File: src/rtl/ball_ctrl.sv
// rtl/ball_ctrl.sv - per-frame ball motion, scoring and serve sequencing for Pong
module ball_ctrl #(
    parameter int TABLE_LEFT   = 16,
    parameter int TABLE_RIGHT  = 624,
    parameter int TABLE_TOP    = 16,
    parameter int TABLE_BOTTOM = 464,
    parameter int BALL_HSIZE   = 8,
    parameter int BALL_VSIZE   = 8,
    parameter int INIT_SPEED   = 2,
    parameter int MAX_SPEED    = 12,
    parameter int VSPEED       = 2,
    parameter int SERVE_DELAY  = 60,
    parameter int WIN_SCORE    = 9
) (
    input  logic        clk,
    input  logic        reset,
    input  logic        vblank,
    input  logic        serve,
    input  logic        coll_paddle,
    input  logic        coll_wall,
    output logic [10:0] ball_h,
    output logic [10:0] ball_v,
    output logic        ball_dir,
    output logic [3:0]  ball_speed,
    output logic [3:0]  score_left,
    output logic [3:0]  score_right,
    output logic        game_over
);

    localparam logic [10:0] TL = 11'(TABLE_LEFT);
    localparam logic [10:0] TR = 11'(TABLE_RIGHT);
    localparam logic [10:0] TT = 11'(TABLE_TOP);
    localparam logic [10:0] TB = 11'(TABLE_BOTTOM);
    localparam logic [10:0] BH = 11'(BALL_HSIZE);
    localparam logic [10:0] BV = 11'(BALL_VSIZE);
    localparam logic [10:0] VS = 11'(VSPEED);
    localparam logic [10:0] CH = 11'((TABLE_LEFT + TABLE_RIGHT - BALL_HSIZE) / 2);
    localparam logic [10:0] CV = 11'((TABLE_TOP + TABLE_BOTTOM - BALL_VSIZE) / 2);
    localparam logic [3:0]  INIT = 4'(INIT_SPEED);
    localparam logic [3:0]  MAXS = 4'(MAX_SPEED);
    localparam logic [3:0]  WIN  = 4'(WIN_SCORE);
    localparam int          CW   = $clog2(SERVE_DELAY + 1);
    localparam logic [CW-1:0] LAST_FRAME = CW'(SERVE_DELAY - 1);

    localparam logic DIR_LEFT  = 1'b0;
    localparam logic DIR_RIGHT = 1'b1;
    localparam logic V_DOWN    = 1'b0;
    localparam logic V_UP      = 1'b1;

    typedef enum logic [2:0] {
        IDLE,
        RUN,
        EVAL,
        MOVE,
        SCORED
    } state_t;

    state_t          state;
    logic [2:0]      vb_sync;
    logic [2:0]      sv_sync;
    logic            frame_tick;
    logic            serve_pulse;
    logic            vdir;
    logic [CW-1:0]   frame_cnt;

    logic [10:0]     spd;
    logic [10:0]     h_next;
    logic [10:0]     v_next;
    logic            vdir_next;
    logic [3:0]      spd_up;
    logic            point_win;

    // Two sync flops then a registered rising-edge detect for both async inputs
    always_ff @(posedge clk) begin
        if (reset) begin
            vb_sync     <= 3'b000;
            sv_sync     <= 3'b000;
            frame_tick  <= 1'b0;
            serve_pulse <= 1'b0;
        end else begin
            vb_sync     <= {vb_sync[1:0], vblank};
            sv_sync     <= {sv_sync[1:0], serve};
            frame_tick  <= vb_sync[1] & ~vb_sync[2];
            serve_pulse <= sv_sync[1] & ~sv_sync[2];
        end
    end

    always_comb begin
        spd       = {7'd0, ball_speed};
        h_next    = ball_h;
        v_next    = ball_v;
        vdir_next = vdir;
        if (ball_dir == DIR_LEFT) begin
            h_next = (ball_h <= TL + spd) ? TL : ball_h - spd;
        end else begin
            h_next = (ball_h + BH + spd >= TR) ? TR - BH : ball_h + spd;
        end
        if (vdir == V_UP) begin
            if (ball_v <= TT + VS) begin
                v_next    = TT;
                vdir_next = V_DOWN;
            end else begin
                v_next = ball_v - VS;
            end
        end else begin
            if (ball_v + BV + VS >= TB) begin
                v_next    = TB - BV;
                vdir_next = V_UP;
            end else begin
                v_next = ball_v + VS;
            end
        end
        spd_up    = (ball_speed >= MAXS) ? MAXS : ball_speed + 4'd1;
        point_win = ((ball_dir == DIR_LEFT) ? score_right : score_left) >= WIN - 4'd1;
    end

    always_ff @(posedge clk) begin
        if (reset) begin
            state       <= IDLE;
            ball_h      <= CH;
            ball_v      <= CV;
            ball_dir    <= DIR_RIGHT;
            ball_speed  <= INIT;
            score_left  <= 4'd0;
            score_right <= 4'd0;
            game_over   <= 1'b0;
            vdir        <= V_DOWN;
            frame_cnt   <= '0;
        end else begin
            case (state)
                IDLE: begin
                    if (serve_pulse) begin
                        if (game_over) begin
                            score_left  <= 4'd0;
                            score_right <= 4'd0;
                            game_over   <= 1'b0;
                        end
                        ball_h     <= CH;
                        ball_v     <= CV;
                        ball_speed <= INIT;
                        ball_dir   <= DIR_RIGHT;
                        vdir       <= V_DOWN;
                        state      <= RUN;
                    end
                end
                RUN: begin
                    if (frame_tick) state <= EVAL;
                end
                EVAL: begin
                    if (coll_paddle) begin
                        ball_dir   <= ~ball_dir;
                        ball_speed <= spd_up;
                        state      <= MOVE;
                    end else if (coll_wall) begin
                        if (ball_dir == DIR_LEFT) begin
                            score_right <= (score_right < WIN) ? score_right + 4'd1 : score_right;
                        end else begin
                            score_left  <= (score_left < WIN) ? score_left + 4'd1 : score_left;
                        end
                        ball_h    <= CH;
                        ball_v    <= CV;
                        frame_cnt <= '0;
                        if (point_win) begin
                            game_over <= 1'b1;
                            state     <= IDLE;
                        end else begin
                            state     <= SCORED;
                        end
                    end else begin
                        state <= MOVE;
                    end
                end
                MOVE: begin
                    ball_h <= h_next;
                    ball_v <= v_next;
                    vdir   <= vdir_next;
                    state  <= RUN;
                end
                SCORED: begin
                    // ball_dir is left untouched so the relaunch heads toward the conceding side
                    if (frame_tick) begin
                        if (frame_cnt == LAST_FRAME) begin
                            ball_speed <= INIT;
                            state      <= RUN;
                        end else begin
                            frame_cnt <= frame_cnt + 1'b1;
                        end
                    end
                end
                default: state <= IDLE;
            endcase
        end
    end

endmodule

File: config.mk
export PLATFORM = sky130hd
export DESIGN_NAME = ball_ctrl
export DESIGN_NICKNAME = d
export VERILOG_FILES = /design/src/rtl/ball_ctrl.sv
export SDC_FILE = /design/constraint.sdc
export NUM_CORES = 1
export LEC_CHECK = 0
export ABC_AREA = 1
export CORE_UTILIZATION = 45
export CTS_CLUSTER_SIZE = 24
export DETAILED_ROUTE_END_ITERATION = 10
export MAX_ROUTING_LAYER = met4
export PLACE_DENSITY = 0.67
export SLEW_MARGIN = 20
export SYNTH_ARGS = -nofsm -noshare
export SYNTH_HDL_FRONTEND = slang
export SYNTH_SLANG_ARGS = --single-unit
File: constraint.sdc
create_clock -name clk -period 2.36 [get_ports clk]
set_input_delay 0.59 -clock clk [delete_from_list [all_inputs] [get_ports clk]]
set_output_delay 0.59 -clock clk [all_outputs]
set_load 0.05 [all_outputs]
==> flow_metrics.tcl, run 1 <==
set metrics [dict create \
    diodes 0 \
    drc 0 \
    clk_pin_slew_ns 0.11 \
    worst_skew_pair.late_latency_ns 0.32 \
    die_h_microns 96.1 \
    grt.total_usage_pct 24.6 \
    core_area_sq_mm 0.00838 \
    dp_slack_ns -0.00111 \
    place_congestion 0.916 \
    synth_largest_area_cell "dfxtp_1" \
    final.setup.tns_ns 0 \
    syn_avg_cell_area_sq_um 6.49 \
    fp-row-count 33 \
    grt_max_degree 33 \
    setup_viol 0 \
    antenna_found_initial 0 \
    htree_levels 2 \
    timing.final.crit_share_pct 97.7 \
    yosysWarnings 0 \
    startpoint_type "flop" \
    vias 4042 \
    ys_seq_area_share_pct 26.6 \
    fin_skew_ns 0.0118 \
    rsz0062_at_grt "yes" \
    fmax_ghz 0.434 \
    setup_ws_ns 0.0554 \
    synthArstFlopShare_pct 0 \
    nets 705 \
    grt_pass1_vias 3810 \
    p_per_area_mw_per_mm2 587 \
    drive_above_1_share_pct 16.0 \
    cts.sinks 53 \
    cts_root_buf "clkbuf_8" \
    cp.required_ns 2.58 \
    syn_area_sq_mm 0.00398 \
    route.detailed.wl_per_inst_microns 13.2 \
    tightest_slew_ns 0.520 \
    synth.area.top_cells "dfxtp_1, nand2_1, inv_1" \
    clockBufferDepth 2 \
    cp-startpoint "ball_speed[1]$_SDFFE_PP1P_" \
    yosysUniqueCellTypes 41 \
    critPathMaxFanout 6 \
    tritoncts.num_buffers 5 \
    ant_nets 0 \
    postSynthCellCount 614 \
    dr.first_iter.drc_count 154 \
    reg2reg_from "ball_speed[1]$_SDFFE_PP1P_" \
    cp.arrival_ns 2.53 \
    grt_pass1_wl_microns 17400 \
    routed_wl_microns 10300 \
    min_path_type "reg -> reg" \
    drtPass1Iterations 6 \
    synth-edff-count 0 \
    setup.worst_path.end_class "flop" \
    hold_start "sv_sync[2]$_SDFF_PP0_" \
    slew_headroom_pct 65.3 \
    hold_viol_final 0 \
    report.final.slew_viol_count 0 \
    synthFlopType "dfxtp_1" \
    hold_ws_ns 0.402 \
    grt_overflow 0 \
    hpwl_microns 7770 \
    postCtsHoldBufs 0 \
    status "finished clean" \
    crit_type "reg -> reg" \
    io_pins 42 \
    synth_top_area_share_pct 26.6 \
    min_period_ns 2.30 \
    start_util_pct 47.5 \
    syn-num-nets 646 \
    instances_no_fill 779 \
    tritoncts "done" \
    maxCapViolations 0 \
    dieArea_sq_mm 0.00923 \
    place.port_buffers 40 \
    placed_cells 766 \
    die_x_microns 96.1 \
    area_growth_pct 22.0 \
    peakVddDrop_v 0.000326 \
    synth.ff_latch_count 53 \
    p_leak_nw 2.10 \
    vias_per_cell 5.19 \
]
-- path summary, 6_finish.rpt --
check                            to  slack [ns]  cells past startpoint
max          ball_h[5]$_SDFFE_PP1P_        0.06                     16
min          serve_pulse$_SDFF_PP0_        0.40                      1
max reg2reg  ball_h[5]$_SDFFE_PP1P_        0.06                     16
min reg2reg  serve_pulse$_SDFF_PP0_        0.40                      1
-- synth_stat cells, drive strengths merged (2+ instances only) --
cell type and number:
nand2 171, inv 82, nor2 63, dfxtp 53, a21oi 47, nand3 47, o21ai 29, ha 21
nor3 21, xor2 18, nand4 12, buf 10, a211oi 6, clkbuf 6, fa 5, a31oi 4
nor3b 4, or2 4, o211ai 3, o22ai 2
-- cells by family (layout without fill, tap and decap cells) --
group,count (synthesis),after routing,synth area share [%]
AND/OR/NAND/NOR,324,324,36.7
buffers and inverters,98,158,9.93
AO/OA/AOI/OAI,93,93,13.1
flip-flops,53,53,26.6
adder cells (fa/ha/maj),26,26,9.11
XOR/XNOR,19,19,4.37
other,1,1,0.0942
-- critical path, stage by stage, from the launching register on --
cell and delay [ns]:
dfxtp_4 0.40, inv_4 0.05, ha_4 0.26, inv_2 0.04, ha_4 0.15, fa_2 0.36
nand3_2 0.08, nand3_2 0.11, nand2_2 0.09, xor2_1 0.14, nand3_1 0.08, nand2_1 0.09
nand2_2 0.09, nand2_4 0.11, nand2_1 0.06, nand2_1 0.06, nand2_1 0.04
-- sequential cells by signal (all words and copies together), names as in the netlist --
signal       count
ball_dir         1
ball_h          11
ball_speed       4
ball_v          10
frame_cnt        6
frame_tick       1
game_over        1
score_left       4
score_right      4
serve_pulse      1
state            3
sv_sync          3
vb_sync          3
vdir             1
-- routing by layer --
metal | global-route usage, % | part of all wire, %
met2 | 41.3 | 48
met3 | 3.63 | 3.7
met5 | - | 0
met1 | 31.0 | 47
met4 | 6.22 | 1.0
-- power breakdown --
part,switching [mW],internal (mW),total [mW]
combinational,0.812,0.434,1.25
clock,0.352,0.223,0.575
sequential,0.0739,0.958,1.03
total,1.24,1.62,2.85
-- through the flow --
| step | util [%] | instance area, sq um | power (mW) |
|---|---|---|---|
| 2_1_floorplan | - | 4050 | 1.92 |
| 3_3_place_gp | 55.7 | 4670 | 2.25 |
| 3_5_place_dp | 55.7 | 4670 | 2.26 |
| 4_1_cts | 56.9 | 4770 | 2.84 |
| 5_1_grt | 58.0 | 4860 | 3.05 |
| 6_report | 58.0 | 4860 | 2.85 |
-- cell type report --
type                    instances  area (sq um)
clock buffers                   5          68.8
well taps                     105           131
repair buffers                 68           607
inverters                      82           310
clock inverters                 3          28.8
multi-input cells             463          2630
flip-flops and latches         53          1080
fillers                       838          3520
-- repair_timing --
item,4_1_cts,5_1_grt
resized for setup,2,17
endpoints found under the setup margin,6,11
pin swaps,2,5
buffers inserted,1,4
-- cells in the final DEF, fill, tap and decap left out, drive strengths merged --
| cell | count |
|---|---|
| o31ai | 1 |
| o22ai | 2 |
| a211oi | 6 |
| inv | 84 |
| nand2 | 171 |
| nor2 | 63 |
| buf | 29 |
| clkinv | 1 |
| o211ai | 3 |
| xnor2 | 1 |
| dlygate4sd2 | 1 |
| nand4 | 12 |
| dfxtp | 53 |
| clkdlybuf4s50 | 38 |
| a31oi | 4 |
| a21oi | 47 |
| clkbuf | 5 |
| nor4 | 1 |
| nand3b | 1 |
| xor2 | 18 |
| o21ai | 29 |
| nand3 | 47 |
| nor3 | 21 |
| conb | 1 |
| or2 | 4 |
| fa | 5 |
| ha | 21 |
| nor3b | 4 |
| a21o | 1 |
(Power assumes the default switching activity.)
==> run 2, diff against run 1 <==
- clock period: 2.36 -> 1.9 ns (I/O delays scaled with it)
==> flow_metrics.tcl, run 2 (synthesis results as in run 1) <==
set metrics [dict create \
    status "finished, violations left" \
    violations "negative setup slack" \
    vias 4129 \
    most-common-layout-cells "nand2_1, buf_4, inv_1, nor2_1, a21oi_1" \
    worst_skew_pair.late_latency_ns 0.31 \
    cp-startpoint "ball_speed[1]$_SDFFE_PP1P_" \
    regArea_sq_mm 0.00110 \
    routed_wl_microns 10500 \
    total_power_mw 3.74 \
    postCtsHoldBufs 0 \
    p_leak_nw 2.36 \
    cp.required_ns 2.11 \
    crit_type "reg -> reg" \
    fin_skew_ns 0.00654 \
    io_pins 42 \
    grt_overflow 0 \
    slowest_delay_ns 0.39 \
    grt.total_usage_pct 25.2 \
    maxCapViolations 0 \
    drc 0 \
    grt_max_degree 33 \
    crit_slowest_cell "dfxtp_4" \
    clk_pin_slew_ns 0.11 \
    core_area_sq_mm 0.00838 \
    critPathMaxFanout 6 \
    reg_top3 "ball_h (11), ball_v (10), frame_cnt (6)" \
    clockBufferDepth 2 \
    drtPass1Iterations 6 \
    cts_root_buf "clkbuf_8" \
    netSwitchingFraction_pct 41.8 \
    internal_power_mw 2.18 \
    seq_power_share_pct 34.0 \
    cts.sinks 53 \
    place_congestion 0.940 \
    setup.worst_path.end_class "flop" \
    multi_input_area_sq_mm 0.00268 \
    fmax_ghz 0.434 \
    setup_viol 11 \
    start_util_pct 47.5 \
    layout_commonest_cell "nand2_1" \
    area_growth_pct 30.5 \
    crit_path_cell_trace "inv_4, ha_4, inv_2, ha_4, fa_2, nand3_2, nand3_2, nand2_2, xor2_1, nand3_2, nand2_2, nand2_4, nand2_4, nand2_1, nand2_1, nand2_1" \
    dieArea_sq_mm 0.00923 \
    min_path_type "reg -> reg" \
    setup_ws_ns -0.404 \
    fp-row-count 33 \
    nets 744 \
    rsz0062_at_grt "yes" \
    diodes 0 \
    startpoint_type "flop" \
    place.port_buffers 40 \
    die_h_microns 96.1 \
    vias_per_cell 5.05 \
    ant_nets 0 \
    hold_ws_ns 0.400 \
    htree_levels 2 \
    pwr-share-clk_pct 19.0 \
    grt_pass1_wl_microns 17800 \
    p_per_area_mw_per_mm2 720 \
    die_x_microns 96.1 \
    largest_reg_flops 11 \
    timing.final.crit_share_pct 121 \
    grt_pass1_vias 3901 \
    netSwitchingPower_mw 1.57 \
    dr.first_iter.drc_count 175 \
    hpwl_microns 8110 \
    comb_power_share_pct 47.0 \
    crit_buf_inv 2 \
    tritoncts.num_buffers 5 \
    min_period_ns 2.30 \
    hold_start "vb_sync[2]$_SDFF_PP0_" \
    drive_above_1_share_pct 27.9 \
    route.detailed.wl_per_inst_microns 12.9 \
    crit_family "simple AND/OR/NAND/NOR gates" \
    peakVddDrop_v 0.000480 \
    report.final.slew_viol_count 0 \
    hold_viol_final 0 \
    fill_cells 772 \
    antenna_found_initial 0 \
    tritoncts "done" \
    top_register "ball_h" \
    reg2reg_from "ball_speed[1]$_SDFFE_PP1P_" \
    cp.arrival_ns 2.51 \
]
run 2: cell types whose count changed in the layout (fill, tap and decap cells not counted), moves of 5 or more:
cell and change:
buf_4 +68, clkdlybuf4s50_1 -33, dfxtp_1 -11, dfxtp_2 +8, buf_12 +5
run 2: power groups by stage:
stage               clock network (mW)  logic, mW  registers [mW]
floorplan                            0      0.875            1.50
global placement                     0       1.71            1.29
detailed placement                   0       1.73            1.29
CTS                              0.733       1.74            1.27
global route                     0.765       1.94            1.28
finish                           0.710       1.76            1.27
run 2: per-stage QoR:
stage / util [%] / setup slack [ns] / cell area, sq um / setup TNS [ns] / cells
global route: 62.0 / -0.546 / 5200 / -5.63 / 818
CTS: 60.4 / -0.413 / 5060 / -4.16 / 812
detailed placement: 59.0 / -0.429 / 4950 / -5.10 / 804
floorplan: - / -0.435 / 4070 / -4.21 / 614
finish: 62.0 / -0.404 / 5200 / -4.20 / 818
global placement: 59.0 / -0.390 / 4950 / -4.74 / 804
run 2: final timing paths:
check	slack (ns)	to	cells past startpoint
min	0.40	frame_tick$_SDFF_PP0_	1
max reg2reg	-0.40	ball_h[3]$_SDFFE_PP1P_	16
max	-0.40	ball_h[3]$_SDFFE_PP1P_	16
min reg2reg	0.40	frame_tick$_SDFF_PP0_	1
run 2: layer usage:
layer	global-route usage [%]	wire length [microns]	part of all wire [%]
met1	31.7	4930	47
met2	43.4	5190	49
met3	3.08	341	3.2
met4	4.73	61	0.58
met5	-	0	0
run 2: what timing repair did:
item,4_1_cts,5_1_grt
resized for setup,4,29
setup buffers,0,6
setup endpoints to repair,15,27
pin swaps,4,8
run 2: area by class of cell:
type	instances	share of cell area [%]
Tap cell	105	2.53
Clock buffer	5	1.32
Multi-Input combinational cell	463	51.6
Clock inverter	3	0.554
Timing Repair Buffer	107	16.9
Inverter	82	5.97
Sequential cell	53	21.2
==> run 3, diff against run 2 <==
- ABC_AREA: 1 -> not set
- PLACE_DENSITY: 0.67 -> 0.68
==> flow_metrics.tcl, run 3 <==
set metrics [dict create \
    area_growth_pct 49.7 \
    post-route-cell-area_sq_mm 0.00569 \
    nets 654 \
    postSynthCellCount 486 \
    most-common-layout-cells "buf_4, nor2_1, dfxtp_1, nand2_1, a21oi_1" \
    violations "negative setup slack" \
    ant_nets 0 \
    synth.area.top_cells "dfxtp_1, ha_1, a21oi_1" \
    slowest_delay_ns 0.54 \
    grt_pass1_vias 3783 \
    place.port_buffers 40 \
    crit_slowest_cell "fa_1" \
    syn-num-nets 518 \
    rsz0062_at_grt "yes" \
    drc 0 \
    grt_overflow 0 \
    die_h_microns 93.9 \
    synthArstFlopShare_pct 0 \
    clockBufferDepth 2 \
    netSwitchingPower_mw 0.499 \
    hold_viol_final 0 \
    hpwl_microns 8090 \
    start_util_pct 46.5 \
    reg_top3 "ball_h (11), ball_v (10), frame_cnt (6)" \
    instances_no_fill 728 \
    p_leak_nw 2.28 \
    diodes 0 \
    cp.arrival_ns 2.84 \
    crit_path_cell_trace "buf_6, fa_1, a21oi_2, nand4b_1, a211oi_2, xor2_2, buf_4, o32ai_2, a22o_1" \
    min_path_type "reg -> reg" \
    critPathMaxFanout 6 \
    min_period_ns 2.62 \
    ys_seq_area_share_pct 27.9 \
    synth_largest_area_cell "dfxtp_1" \
    yosysUniqueCellTypes 70 \
    yosys-top-cells-count "dfxtp_1, nor2_1, a21oi_1" \
    synth-edff-count 0 \
    total_power_mw 2.08 \
    route.detailed.wl_per_inst_microns 15.8 \
    dr.first_iter.drc_count 279 \
    crit_type "reg -> reg" \
    drive_above_1_share_pct 42.2 \
    tritoncts "done" \
    peakVddDrop_v 0.000340 \
    grt.total_usage_pct 26.4 \
    vias 4192 \
    routed_wl_microns 11500 \
    internal_power_mw 1.58 \
    setup_viol 19 \
    yosysWarnings 0 \
    synthFlopType "dfxtp_1" \
    syn_avg_cell_area_sq_um 7.82 \
    pwr-share-clk_pct 39.4 \
    largest_reg_flops 11 \
    hold_ws_ns 0.392 \
    antenna_found_initial 0 \
    tightest_slew_ns 0.534 \
    place_area_sq_mm 0.00509 \
    htree_levels 2 \
    drtPass1Iterations 5 \
    top_register "ball_h" \
    p_per_area_mw_per_mm2 365 \
    comb_power_share_pct 7.1 \
    status "finished, violations left" \
    fmax_ghz 0.381 \
    clk_pin_slew_ns 0.11 \
    startpoint_type "flop" \
    fin_skew_ns 0.00950 \
    core_area_sq_mm 0.00818 \
    die_x_microns 93.9 \
    timing.final.crit_share_pct 138 \
    fp-row-count 33 \
    post-synth-top-count-cell "dfxtp_1" \
    netSwitchingFraction_pct 24.0 \
    cts_root_buf "clkbuf_8" \
    cts.sinks 53 \
    slew_headroom_pct 64.0 \
    io_pins 42 \
    cp.required_ns 2.12 \
    place_congestion 0.916 \
    setup_ws_ns -0.723 \
    synth_top_area_share_pct 27.9 \
    dieArea_sq_mm 0.00882 \
    report.final.slew_viol_count 0 \
    placed_cells 702 \
    seq_power_share_pct 53.5 \
    syn_area_sq_mm 0.00380 \
    worst_skew_pair.late_latency_ns 0.31 \
    vias_per_cell 5.76 \
    grt_max_degree 25 \
    setup.worst_path.end_class "flop" \
    maxCapViolations 0 \
    dp_slack_ns -0.767 \
    grt_pass1_wl_microns 18100 \
    tritoncts.num_buffers 5 \
    synth.ff_latch_count 53 \
    layout_commonest_cell "buf_4" \
]
run 3: cell count changes after synthesis, sizes merged, moves of 13 or more:
cell    before  now
nor2b        0   14
nor2        63   48
clkbuf       6   19
xnor2        1   14
inv         82   32
nand2      171   34
nand3       47   11
run 3: cell type report:
class / count / area [sq um]
Clock buffer: 5 / 68.8
Clock inverter: 3 / 50.0
Fill cell: 612 / 2490
Inverter: 32 / 123
Multi-Input combinational cell: 374 / 2910
Sequential cell: 53 / 1110
Tap cell: 105 / 131
Timing Repair Buffer: 156 / 1290
run 3: layer usage:
metal	global-route usage, %	vias to the layer above	routed length (microns)
li1	-	2025	-
met1	34.7	1976	5100
met2	41.9	157	5630
met3	3.64	34	591
met4	8.46	0	197
met5	-	-	0
run 3: final timing paths:
path	slack (ns)	startpoint	to	depth (start not counted)
setup / recovery	-0.72	ball_h[2]$_SDFFE_PP1P_	ball_h[1]$_SDFFE_PP0P_	9
hold / removal	0.39	vb_sync[2]$_SDFF_PP0_	frame_tick$_SDFF_PP0_	1
setup reg to reg	-0.72	ball_h[2]$_SDFFE_PP1P_	ball_h[1]$_SDFFE_PP0P_	9
hold reg to reg	0.39	vb_sync[2]$_SDFF_PP0_	frame_tick$_SDFF_PP0_	1
run 3: timing repair:
item | in CTS | in global routing
hold buffers | 0 | 0
endpoints found under the setup margin | 26 | 32
buffers inserted | 16 | 2
resized for setup | 41 | 42
pin swaps | 26 | 18
run 3: power by group through the flow:
stage                     registers, mW  logic (mW)  clock network [mW]
after CTS                          1.11       0.143               0.835
after detailed placement           1.14       0.136                   0
after global routing               1.11       0.159               0.881
after floorplan                    1.14      0.0675                   0
final                              1.11       0.147               0.820
after global placement             1.14       0.134                   0
run 3: cell families (layout without fill, tap and decap cells):
group | Yosys count | after routing | synth area share (%)
AOI/OAI and AO/OA | 149 | 149 | 27.0
xor gates and xnor gates | 20 | 20 | 4.61
adders and majority gates | 27 | 27 | 9.81
buffers and inverters | 59 | 196 | 6.42
DFF | 53 | 53 | 27.9
muxes | 2 | 2 | 0.527
other | 1 | 1 | 0.0987
and+or+nand+nor | 175 | 175 | 23.6
run 3: worst max-delay path: cells and delay by family (launching register included):
kind,cells,cell delay [ns]
AO/OA/AOI/OAI,4,0.67
buffers and inverters,2,0.31
XOR/XNOR,1,0.36
AND/OR/NAND/NOR,1,0.27
flip-flops,1,0.38
adder cells (fa/ha/maj),1,0.54
run 3: per-stage QoR:
step	utilization, %	setup TNS, ns
4_1_cts	67.0	-7.47
5_1_grt	69.6	-9.86
2_1_floorplan	-	-7.89
3_3_place_gp	62.2	-12.82
6_report	69.6	-8.16
3_5_place_dp	62.2	-15.00
